`config.mk`:
```
export PLATFORM = sky130hd
export DESIGN_NAME = ptw_req_sched
export DESIGN_NICKNAME = d
export VERILOG_FILES = /design/src/rtl/ptw_req_sched.sv
export SDC_FILE = /design/constraint.sdc
export NUM_CORES = 1
export LEC_CHECK = 0
export BUFFER_PORTS_ARGS = -buffer_cell sky130_fd_sc_hd__buf_2
export CORE_MARGIN = 2
export CORE_UTILIZATION = 30
export DETAILED_ROUTE_END_ITERATION = 7
export SLEW_MARGIN = 20
export SYNTH_ARGS = -nofsm -noshare
export SYNTH_HDL_FRONTEND = slang
export SYNTH_SLANG_ARGS = --single-unit
```
`constraint.sdc`:
```
create_clock -name clk -period 2.7 [get_ports clk]
set_clock_uncertainty 0.1 [all_clocks]
set_input_delay 0.54 -clock clk [delete_from_list [all_inputs] [get_ports clk]]
set_output_delay 0.54 -clock clk [all_outputs]
set_load 0.1 [all_outputs]
```
`src/rtl/ptw_req_sched.sv`:
```
// ptw_req_sched: round-robin scheduler of N TLB page-table-walk requests onto one walker port.
// Optional walk timeout enabled by defining PTW_SCHED_TIMEOUT_EN.
module ptw_req_sched #(
  parameter int N = 2,
  parameter int ADDR_W = 27,
  parameter int PPN_W = 20,
  parameter int TIMEOUT_CYCLES = 255
) (
  input  logic                clk,
  input  logic                reset,
  input  logic [N-1:0]        io_req_valid,
  output logic [N-1:0]        io_req_ready,
  input  logic [N*ADDR_W-1:0] io_req_addr,
  input  logic [2*N-1:0]      io_req_prv,
  input  logic [N-1:0]        io_req_store,
  input  logic [N-1:0]        io_req_fetch,
  output logic                io_walk_valid,
  input  logic                io_walk_ready,
  output logic [ADDR_W-1:0]   io_walk_addr,
  output logic [1:0]          io_walk_prv,
  output logic                io_walk_store,
  output logic                io_walk_fetch,
  input  logic                io_walk_resp_valid,
  input  logic [PPN_W-1:0]    io_walk_resp_ppn,
  input  logic                io_walk_resp_fault,
  output logic [N-1:0]        io_resp_valid,
  output logic [PPN_W-1:0]    io_resp_ppn,
  output logic                io_resp_fault,
  output logic                io_busy,
  output logic [$clog2(N)-1:0] io_owner,
  output logic                io_timeout
);
  localparam int OW = $clog2(N);
  typedef enum logic [1:0] {IDLE, ISSUE, WAIT, RESP} state_t;
  state_t state, state_nx;
  logic [OW-1:0] last_grant, winner, idx;
  logic any_valid;
`ifdef PTW_SCHED_TIMEOUT_EN
  localparam int CW = (TIMEOUT_CYCLES >= 256) ? $clog2(TIMEOUT_CYCLES + 1) : 8;
  logic [CW-1:0] cnt;
  logic timeout_hit;
`endif
  // Scan downward so the nearest index after last_grant is the final writer.
  always_comb begin
    winner = last_grant;
    any_valid = 1'b0;
    idx = '0;
    for (int k = N; k >= 1; k--) begin
      idx = OW'((int'(last_grant) + k) % N);
      if (io_req_valid[idx]) begin
        winner = idx;
        any_valid = 1'b1;
      end
    end
  end
  always_ff @(posedge clk)
    state <= reset ? IDLE : state_nx;
  always_comb begin
    state_nx = state;
    io_req_ready = '0;
    io_walk_valid = 1'b0;
    io_resp_valid = '0;
`ifdef PTW_SCHED_TIMEOUT_EN
    timeout_hit = 1'b0;
`endif
    unique case (state)
      IDLE: if (any_valid) begin
        io_req_ready[winner] = 1'b1;
        state_nx = ISSUE;
      end
      ISSUE: begin
        io_walk_valid = 1'b1;
        state_nx = io_walk_ready ? WAIT : ISSUE;
      end
      WAIT: begin
        if (io_walk_resp_valid) state_nx = RESP;
`ifdef PTW_SCHED_TIMEOUT_EN
        else if (cnt == CW'(TIMEOUT_CYCLES)) begin
          timeout_hit = 1'b1;
          state_nx = RESP;
        end
`endif
      end
      RESP: begin
        io_resp_valid[io_owner] = 1'b1;
        state_nx = IDLE;
      end
      default: state_nx = IDLE;
    endcase
  end
  always_ff @(posedge clk) begin
    if (reset) begin
      io_walk_addr <= '0;
      io_walk_prv <= '0;
      io_walk_store <= 1'b0;
      io_walk_fetch <= 1'b0;
      io_resp_ppn <= '0;
      io_resp_fault <= 1'b0;
      io_owner <= '0;
      last_grant <= OW'(N - 1);
    end else begin
      if (state == IDLE && any_valid) begin
        io_walk_addr <= io_req_addr[winner*ADDR_W +: ADDR_W];
        io_walk_prv <= io_req_prv[winner*2 +: 2];
        io_walk_store <= io_req_store[winner];
        io_walk_fetch <= io_req_fetch[winner];
        io_owner <= winner;
      end
      if (state == WAIT && io_walk_resp_valid) begin
        io_resp_ppn <= io_walk_resp_ppn;
        io_resp_fault <= io_walk_resp_fault;
      end
`ifdef PTW_SCHED_TIMEOUT_EN
      if (timeout_hit) begin
        io_resp_ppn <= '0;
        io_resp_fault <= 1'b1;
      end
`endif
      if (state == RESP) last_grant <= io_owner;
    end
  end
`ifdef PTW_SCHED_TIMEOUT_EN
  always_ff @(posedge clk) begin
    if (reset) begin
      cnt <= '0;
      io_timeout <= 1'b0;
    end else begin
      cnt <= (state == ISSUE) ? '0 : (state == WAIT) ? cnt + 1'b1 : cnt;
      io_timeout <= timeout_hit;
    end
  end
`else
  assign io_timeout = 1'b0;
`endif
  assign io_busy = state != IDLE;
endmodule

```
==> results.toml, run 1 <==
[outcome]
outcome = "complete, no violations"

[place]
port_buffers = 147
place_hpwl_um = 5530
dp_worst_setup_slack_ns = 0.5555
placedCellCount = 537
routabilityCongestion = 0.7175

[logic_synthesis]
synth_cells = 306
synth_area_um2 = 2639
synth_cell_types = 28
synth_fa_ha_area_share_pct = 0
synthSimpleGateAreaFrac_pct = 16.45
synth_edf_count = 0
syn_nets = 395
ys.flop_type = "dfxtp_1"
synthArstFlopShare_pct = 0
syn_area_per_cell_um2 = 8.623
synth.area.mux_share_pct = 0
seq_area_frac_synth_pct = 42.48
synth-seq-cells = 56
synth_top_family_by_area = "compound AO/OA/AOI/OAI gates"
synth_compound_area_share_pct = 34.19
synth_warnings = 0
synth_xor_area_share_pct = 0

[worst_setup_path]
crit_type = "register to output port"
end_kind = "output port"
slowest_stage = "dfxtp_1"
reg2reg_to = "io_resp_ppn[2]"
max_stage_delay_ns = 0.49
cp_num_buf_inv = 3
path_max_fanout = 19
required_ns = 2.06
regToRegSetupSlack_ns = 1.02
startpoint_type = "register"
critical-path-top-delay-family = "buffers and inverters"
crit_path_cell_trace = "nor2_4 > buf_4 > inv_1 > buf_2"
worstPathArrival_ns = 1.58
r2r_cells = 3

[clocking]
cts_tree = "done"
clkSinkCount = 56
clk_pin_slew_ns = 0.10
cts-root-buf = "clkbuf_8"
post-cts-setup-buffer-count = 0
cts_buffers = 5
cts_max_path_buffers = 2
htreeDepth = 2
insertion_delay_ns = 0.31
cts_resized = 0
hold_buffers = 0

[floorplanning]
start_util_pct = 30.56
coreArea_um2 = 8636
die_area_um2 = 9562
num_rows = 34
die_h_um = 97.79
die_width_um = 97.79
ioPinCount = 149

[routing]
ant_nets = 0
top_layer_used = "met4"
wl_met1_um = 3447
drc = 0
detail_route.wl_per_cell_um = 14.12
routed-wl-met2_um = 3645
drtIter0Drc = 57
routed-wl-met3_um = 557
first_pass_iters = 4
routed_via_density = 4.994
vias = 2722
drt_wl_total_um = 7698

[timing]
worst_pin_slew_ns = 0.8440
setup_slack_ns = 0.4841
drv_slew = 0
fmax_ghz = 0.4513
tns_ns = 0
final-setup-viol-count = 0
finalHoldViolCount = 0
period_minus_slack_ns = 2.216
rsz0062_at_grt = "false"
relSlewSlack_pct = 43.56
period_share_pct = 82.07

[hold_path]
hp-start = "io_walk_resp_ppn[5]"
hold_end = "io_resp_ppn[5]"
hp-class = "input pin to register"
hold-path-cell-count = 3

[power]
vdd_ir_drop_max_mv = 0.2487
powerDensity_nw_per_um2 = 703.7
p_leak_nw = 1.556

[grt]
grt_usage_pct = 15.22
overflow = 0
grt_pass1_vias = 2516
grt_pass1_wl_um = 11940
antenna_found_initial = 0
grt_max_degree = 33

[cells_and_area]
stdcell_count = 545
diodes = 0
layout_common_cells = "145 x buf_2, 56 x dfxtp_1, 55 x a21oi_1"
layout-drive-gt1-share_pct = 45.54
layout_commonest_cell = "buf_2"
regArea_um2 = 1121
multi_input_area_um2 = 1345
fin_nets = 525
area_growth_syn_to_layout_pct = 35.37
nFillCells = 916

[flow_run]
maxCapViolations = 0
-- cell families after synthesis --
kind of cell / count (synthesis)
DFF: 56
other: 1
AOI/OAI and AO/OA: 120
and+or+nand+nor: 92
buffers and inverters: 37
-- synthesized netlist by cell type (2+ instances only) --
cell	instances	area (µm²)
a211o_1	2	17.52
a21oi_1	55	275.3
a311oi_1	3	26.28
a311oi_2	28	420.4
and2b_1	2	15.01
buf_1	2	7.510
buf_2	4	20.02
buf_6	4	45.04
clkbuf_1	25	93.84
dfxtp_1	56	1121
nand2_1	43	161.4
nand2b_1	2	12.51
nand3_1	31	155.2
nor2_1	3	11.26
nor2b_1	3	18.77
o21ai_0	31	155.2
-- worst reg2reg max path, cell delays in order (launching register included) --
cell and delay [ns]:
dfxtp_1 0.49, nand3b_1 0.63, nand2_1 0.26, a21oi_1 0.08
-- registers in the layout (all words and copies together) (netlist names), named ones only --
register	cells
io_resp_ppn	20
last_grant	1
io_walk_store	1
io_walk_prv	2
io_resp_fault	1
state	1
io_walk_fetch	1
io_walk_addr	27
io_owner	1
-- cell type report --
cell class,instances,area share (%)
multi-input combinational,213,37.65
sequential,56,31.38
timing repair buffer,159,23.96
tap,108,3.783
clock buffer,5,1.926
clock inverter,3,1.191
inverter,1,0.1051
-- metal layers --
| metal | global-route usage (%) | vias to the layer above |
|---|---|---|
| met5 | 0 | - |
| met2 | 26.90 | 101 |
| met3 | 3.579 | 4 |
| met4 | 3.205 | 0 |
| met1 | 18.99 | 1247 |
| li1 | - | 1370 |
-- how the worst max path moves through the flow --
stage                          startpoint              end  slack, ns  depth (start not counted)
after CTS                        register          io_busy       0.48                          4
after floorplan           io_req_valid[0]  io_req_ready[1]       0.09                          6
final                            register          io_busy       0.48                          4
after global routing             state[0]          io_busy       0.39                          4
after detailed placement  io_req_valid[0]  io_req_ready[0]       0.56                          5
after global placement    io_req_valid[0]  io_req_ready[0]       0.58                          5
-- stage by stage --
stage	util (%)	hold slack [ns]	power, mW	instance area (µm²)
after floorplan	-	0.3833	1.789	2644
after CTS	41.36	0.3463	2.536	3572
after global routing	41.36	0.3444	2.620	3572
final	41.36	0.3567	2.514	3572
after detailed placement	40.08	0.3453	1.986	3461
after global placement	40.08	0.3397	1.979	3461
-- report_power, final --
part / switching (mW) / total (mW) / internal (mW)
clock: 0.276 / 0.551 / 0.275
sequential: 0.0443 / 0.941 / 0.897
combinational: 0.792 / 1.02 / 0.230
Power figures use the tool's default switching activity.
==> run 2: changes to the inputs <==
==> constraint.sdc (replaced) <==
create_clock -name clk -period 2.2 [get_ports clk]
set_clock_uncertainty 0.1 [all_clocks]
set_input_delay 0.44 -clock clk [delete_from_list [all_inputs] [get_ports clk]]
set_output_delay 0.44 -clock clk [all_outputs]
set_load 0.1 [all_outputs]
==> results.toml, run 2 (same netlist as run 1, synthesis figures left out) <==
[floorplanning]
die_width_um = 97.79
die_h_um = 97.79
start_util_pct = 30.56
die_area_um2 = 9562
coreArea_um2 = 8636
num_rows = 34
ioPinCount = 149

[timing]
finalHoldViolCount = 0
drv_slew = 0
period_share_pct = 93.57
setup_slack_ns = 0.1415
fmax_ghz = 0.4858
worst_pin_slew_ns = 0.5118
tns_ns = 0
relSlewSlack_pct = 66.11
final-setup-viol-count = 0
period_minus_slack_ns = 2.059
rsz0062_at_grt = "false"

[clocking]
cts-root-buf = "clkbuf_8"
cts_buffers = 5
post-cts-setup-buffer-count = 0
clkSinkCount = 56
cts_max_path_buffers = 2
cts_resized = 0
htreeDepth = 2
hold_buffers = 0
clk_pin_slew_ns = 0.10
cts_tree = "done"
insertion_delay_ns = 0.31

[cells_and_area]
finalInstanceArea_um2 = 3628
area_growth_syn_to_layout_pct = 37.51
largest-register = "io_walk_addr"
layout_commonest_cell = "buf_2"
largest_register_ffs = 27
layout-drive-gt1-share_pct = 47.06
diodes = 0
layout_common_cells = "145 x buf_2, 55 x a21oi_1, 55 x dfxtp_1"
fin_nets = 530
largest_registers = "io_walk_addr x27, io_resp_ppn x20, io_walk_prv x2"
final_util_pct = 42.02

[power]
internal_power_mw = 1.735
swShare_pct = 44.34
p_seq_share_pct = 37.1
clockPowerShare_pct = 22.0
combPwrFrac_pct = 40.9
powerDensity_nw_per_um2 = 859.3
p_leak_nw = 1.586
p_switching_mw = 1.382
vdd_ir_drop_max_mv = 0.2779
power.total_mw = 3.118

[grt]
grt_pass1_vias = 2621
grt_pass1_wl_um = 12900
antenna_found_initial = 0
grt_usage_pct = 16.43
overflow = 0
grt_max_degree = 33

[place]
placed_area_um2 = 3495
place_hpwl_um = 5698
dp_worst_setup_slack_ns = 0.2323
port_buffers = 147
routabilityCongestion = 0.7219

[worst_setup_path]
crit_type = "register to output port"
required_ns = 1.66
path_max_fanout = 8
crit_path_cell_trace = "and3_2 > buf_2"
startpoint_type = "register"
max_stage_delay_ns = 0.52
worstPathArrival_ns = 1.52
cp_num_buf_inv = 1
end_kind = "output port"
critical-path-top-delay-family = "flip-flops"
slowest_stage = "dfxtp_1"

[outcome]
outcome = "complete, no violations"

[routing]
vias = 2755
detail_route.wl_per_cell_um = 14.63
ant_nets = 0
first_pass_iters = 4
routed_via_density = 5.009
drt_wl_total_um = 8047
drtIter0Drc = 99
drc = 0

[hold_path]
hp-class = "input pin to register"
hp-start = "io_walk_resp_ppn[10]"

[flow_run]
maxCapViolations = 0
## run 2: cell types whose count changed in the layout (fill, tap and decap cells not counted), sizes merged
cell / change
buf: +5
## run 2: worst paths after layout
path,endpoint,slack [ns],depth (start not counted)
setup reg to reg,io_walk_addr[13],0.47,5
hold / removal,io_resp_ppn[10],0.25,3
hold reg to reg,io_resp_ppn[10],0.36,2
setup / recovery,io_resp_valid[1],0.14,2
## run 2: layer usage
metal  track usage [%]  wire length, µm  vias to the layer above
li1                  -                -                     1378
met1             22.20             3688                     1263
met2             27.06             3718                      107
met3             3.937              567                        7
met4             3.205               73                        0
met5                 0                0                        -
## run 2: layout make-up
cell class	instances	area, µm²
multi-input combinational	213	1350
tap	108	135.1
sequential	56	1122
clock inverter	3	42.54
fill	902	5007
clock buffer	5	68.82
timing repair buffer	164	905.9
inverter	1	3.754
## run 2: power by group through the flow
stage,logic (mW),registers [mW],clock network [mW]
floorplan,0.437,1.76,0
global placement,1.26,1.18,0
detailed placement,1.27,1.18,0
CTS,1.27,1.16,0.706
global route,1.34,1.17,0.746
finish,1.28,1.16,0.685
## run 2: through the flow
| stage | std cells | hold slack, ns |
|---|---|---|
| final | 550 | 0.2525 |
| after global routing | 550 | 0.2421 |
| after CTS | 547 | 0.2453 |
| after detailed placement | 539 | 0.3452 |
| after global placement | 539 | 0.3388 |
| after floorplan | 306 | 0.3833 |
## run 2: worst reg2reg max path, delay by kind of cell (launching register included)
| kind | cells | cell delay [ns] |
|---|---|---|
| simple gates | 2 | 0.38 |
| compound gates | 1 | 0.16 |
| flops | 1 | 0.41 |
| buf+inv | 2 | 0.54 |
==> run 3: changes to the inputs <==
==> constraint.sdc (replaced) <==
create_clock -name clk -period 2.3 [get_ports clk]
set_clock_uncertainty 0.1 [all_clocks]
set_input_delay 0.46 -clock clk [delete_from_list [all_inputs] [get_ports clk]]
set_output_delay 0.46 -clock clk [all_outputs]
set_load 0.1 [all_outputs]
==> results.toml, run 3 (same netlist as run 1, synthesis figures left out) <==
[timing]
final-setup-viol-count = 0
worst_pin_slew_ns = 0.7154
period_minus_slack_ns = 2.135
rsz0062_at_grt = "false"
setup_slack_ns = 0.1647
period_share_pct = 92.84
finalHoldViolCount = 0
tns_ns = 0
drv_slew = 0
fmax_ghz = 0.4683
relSlewSlack_pct = 52.31

[grt]
grt_max_degree = 39
grt_pass1_wl_um = 12390
antenna_found_initial = 0
overflow = 0
grt_usage_pct = 15.82
grt_pass1_vias = 2556

[worst_setup_path]
regToRegSetupSlack_ns = 0.66
r2r_cells = 3
path_max_fanout = 5
max_stage_delay_ns = 0.41
worstPathArrival_ns = 1.58
startpoint_type = "register"
end_kind = "output port"
slowest_stage = "dfxtp_1"
crit_path_cell_trace = "and2b_1 > nor2_1 > and2_2 > buf_12"
reg2reg_to = "io_resp_ppn[4]"
crit_type = "register to output port"
required_ns = 1.74

[flow_run]
maxCapViolations = 0

[routing]
first_pass_iters = 4
ant_nets = 0
drtIter0Drc = 76
drt_wl_total_um = 8085
routed_via_density = 5.000
drc = 0
vias = 2760
detail_route.wl_per_cell_um = 14.65

[floorplanning]
die_h_um = 97.79
coreArea_um2 = 8636
ioPinCount = 149
start_util_pct = 30.56
die_width_um = 97.79
die_area_um2 = 9562
num_rows = 34

[clocking]
clkSinkCount = 56
cts_buffers = 5
clk_pin_slew_ns = 0.10
htreeDepth = 2
insertion_delay_ns = 0.30
cts_tree = "done"
cts_max_path_buffers = 2
cts-root-buf = "clkbuf_8"

[cells_and_area]
fin_nets = 532
largest-register = "io_walk_addr"
largest_register_ffs = 27
area_growth_syn_to_layout_pct = 38.60
diodes = 0
layout_commonest_cell = "buf_2"
largest_registers = "io_walk_addr x27, io_resp_ppn x20, io_walk_prv x2"
layout_common_cells = "145 x buf_2, 56 x dfxtp_1, 55 x a21oi_1"
layout-drive-gt1-share_pct = 47.07
nFillCells = 890

[place]
port_buffers = 147
dp_worst_setup_slack_ns = 0.2787
place_hpwl_um = 5798
routabilityCongestion = 0.7927

[hold_path]
hold_end = "io_resp_ppn[1]"
hp-class = "input pin to register"
hp-start = "io_walk_resp_ppn[1]"
hold-path-cell-count = 3

[power]
p_leak_nw = 1.605
powerDensity_nw_per_um2 = 832.7
vdd_ir_drop_max_mv = 0.2926

[outcome]
outcome = "complete, no violations"
run 3: report_power, final:
part | leakage [nW] | total, mW | internal (mW) | switching [mW]
Clock | 0.0645 | 0.707 | 0.385 | 0.322
Combinational | 1.08 | 1.24 | 0.293 | 0.942
Sequential | 0.460 | 1.10 | 1.05 | 0.0503
Total | 1.61 | 3.05 | 1.73 | 1.31
run 3: area by class of cell:
| class | count | area, µm² | share of cell area [%] |
|---|---|---|---|
| multi-input cells | 213 | 1350 | 36.91 |
| flip-flops and latches | 56 | 1121 | 30.65 |
| repair buffers | 166 | 920.9 | 25.18 |
| well taps | 108 | 135.1 | 3.695 |
| clock buffers | 7 | 96.34 | 2.634 |
| clock inverters | 1 | 30.03 | 0.8211 |
| inverters | 1 | 3.754 | 0.1026 |
run 3: worst max-delay path by stage:
| stage | startpoint | to | slack (ns) | depth (start not counted) |
|---|---|---|---|---|
| floorplan | io_req_valid[0] | io_req_ready[1] | -0.15 | 6 |
| CTS | register | io_req_ready[1] | 0.1 | 4 |
| global route | last_grant | io_req_ready[0] | 0.10 | 4 |
| detailed placement | io_req_valid[0] | io_req_ready[0] | 0.28 | 5 |
| finish | last_grant | io_req_ready[0] | 0.16 | 4 |
| global placement | io_req_valid[0] | io_req_ready[0] | 0.28 | 5 |
run 3: repair_timing:
action,in CTS,in global routing
hold buffers,0,0
endpoints found under the setup margin,0,1
gates resized for setup,0,0
buffers inserted,0,7
run 3: metrics by stage:
stage                     power (mW)  util [%]  hold WS, ns  area [µm²]  cells
after floorplan                2.102         -       0.3833        2649    306
after global placement         2.334     40.28       0.3389        3478    537
after detailed placement       2.344     40.28       0.3435        3478    537
after CTS                      3.050     41.74       0.2700        3605    545
after global routing           3.176     42.35       0.2772        3657    552
final                          3.046     42.35       0.2782        3657    552
run 3: routing by layer:
metal,share of wire (%),track usage [%],vias up
met5,0,0,-
met4,1.1,3.739,0
met3,7.2,4.080,9
met2,48,27.75,106
met1,44,19.50,1264
li1,-,-,1381
run 3: worst max-delay path: cells and delay by family, from the launching register on:
family	cells	cell delay (ns)
buf+inv	1	0.17
flops	1	0.41
simple gates	3	0.68
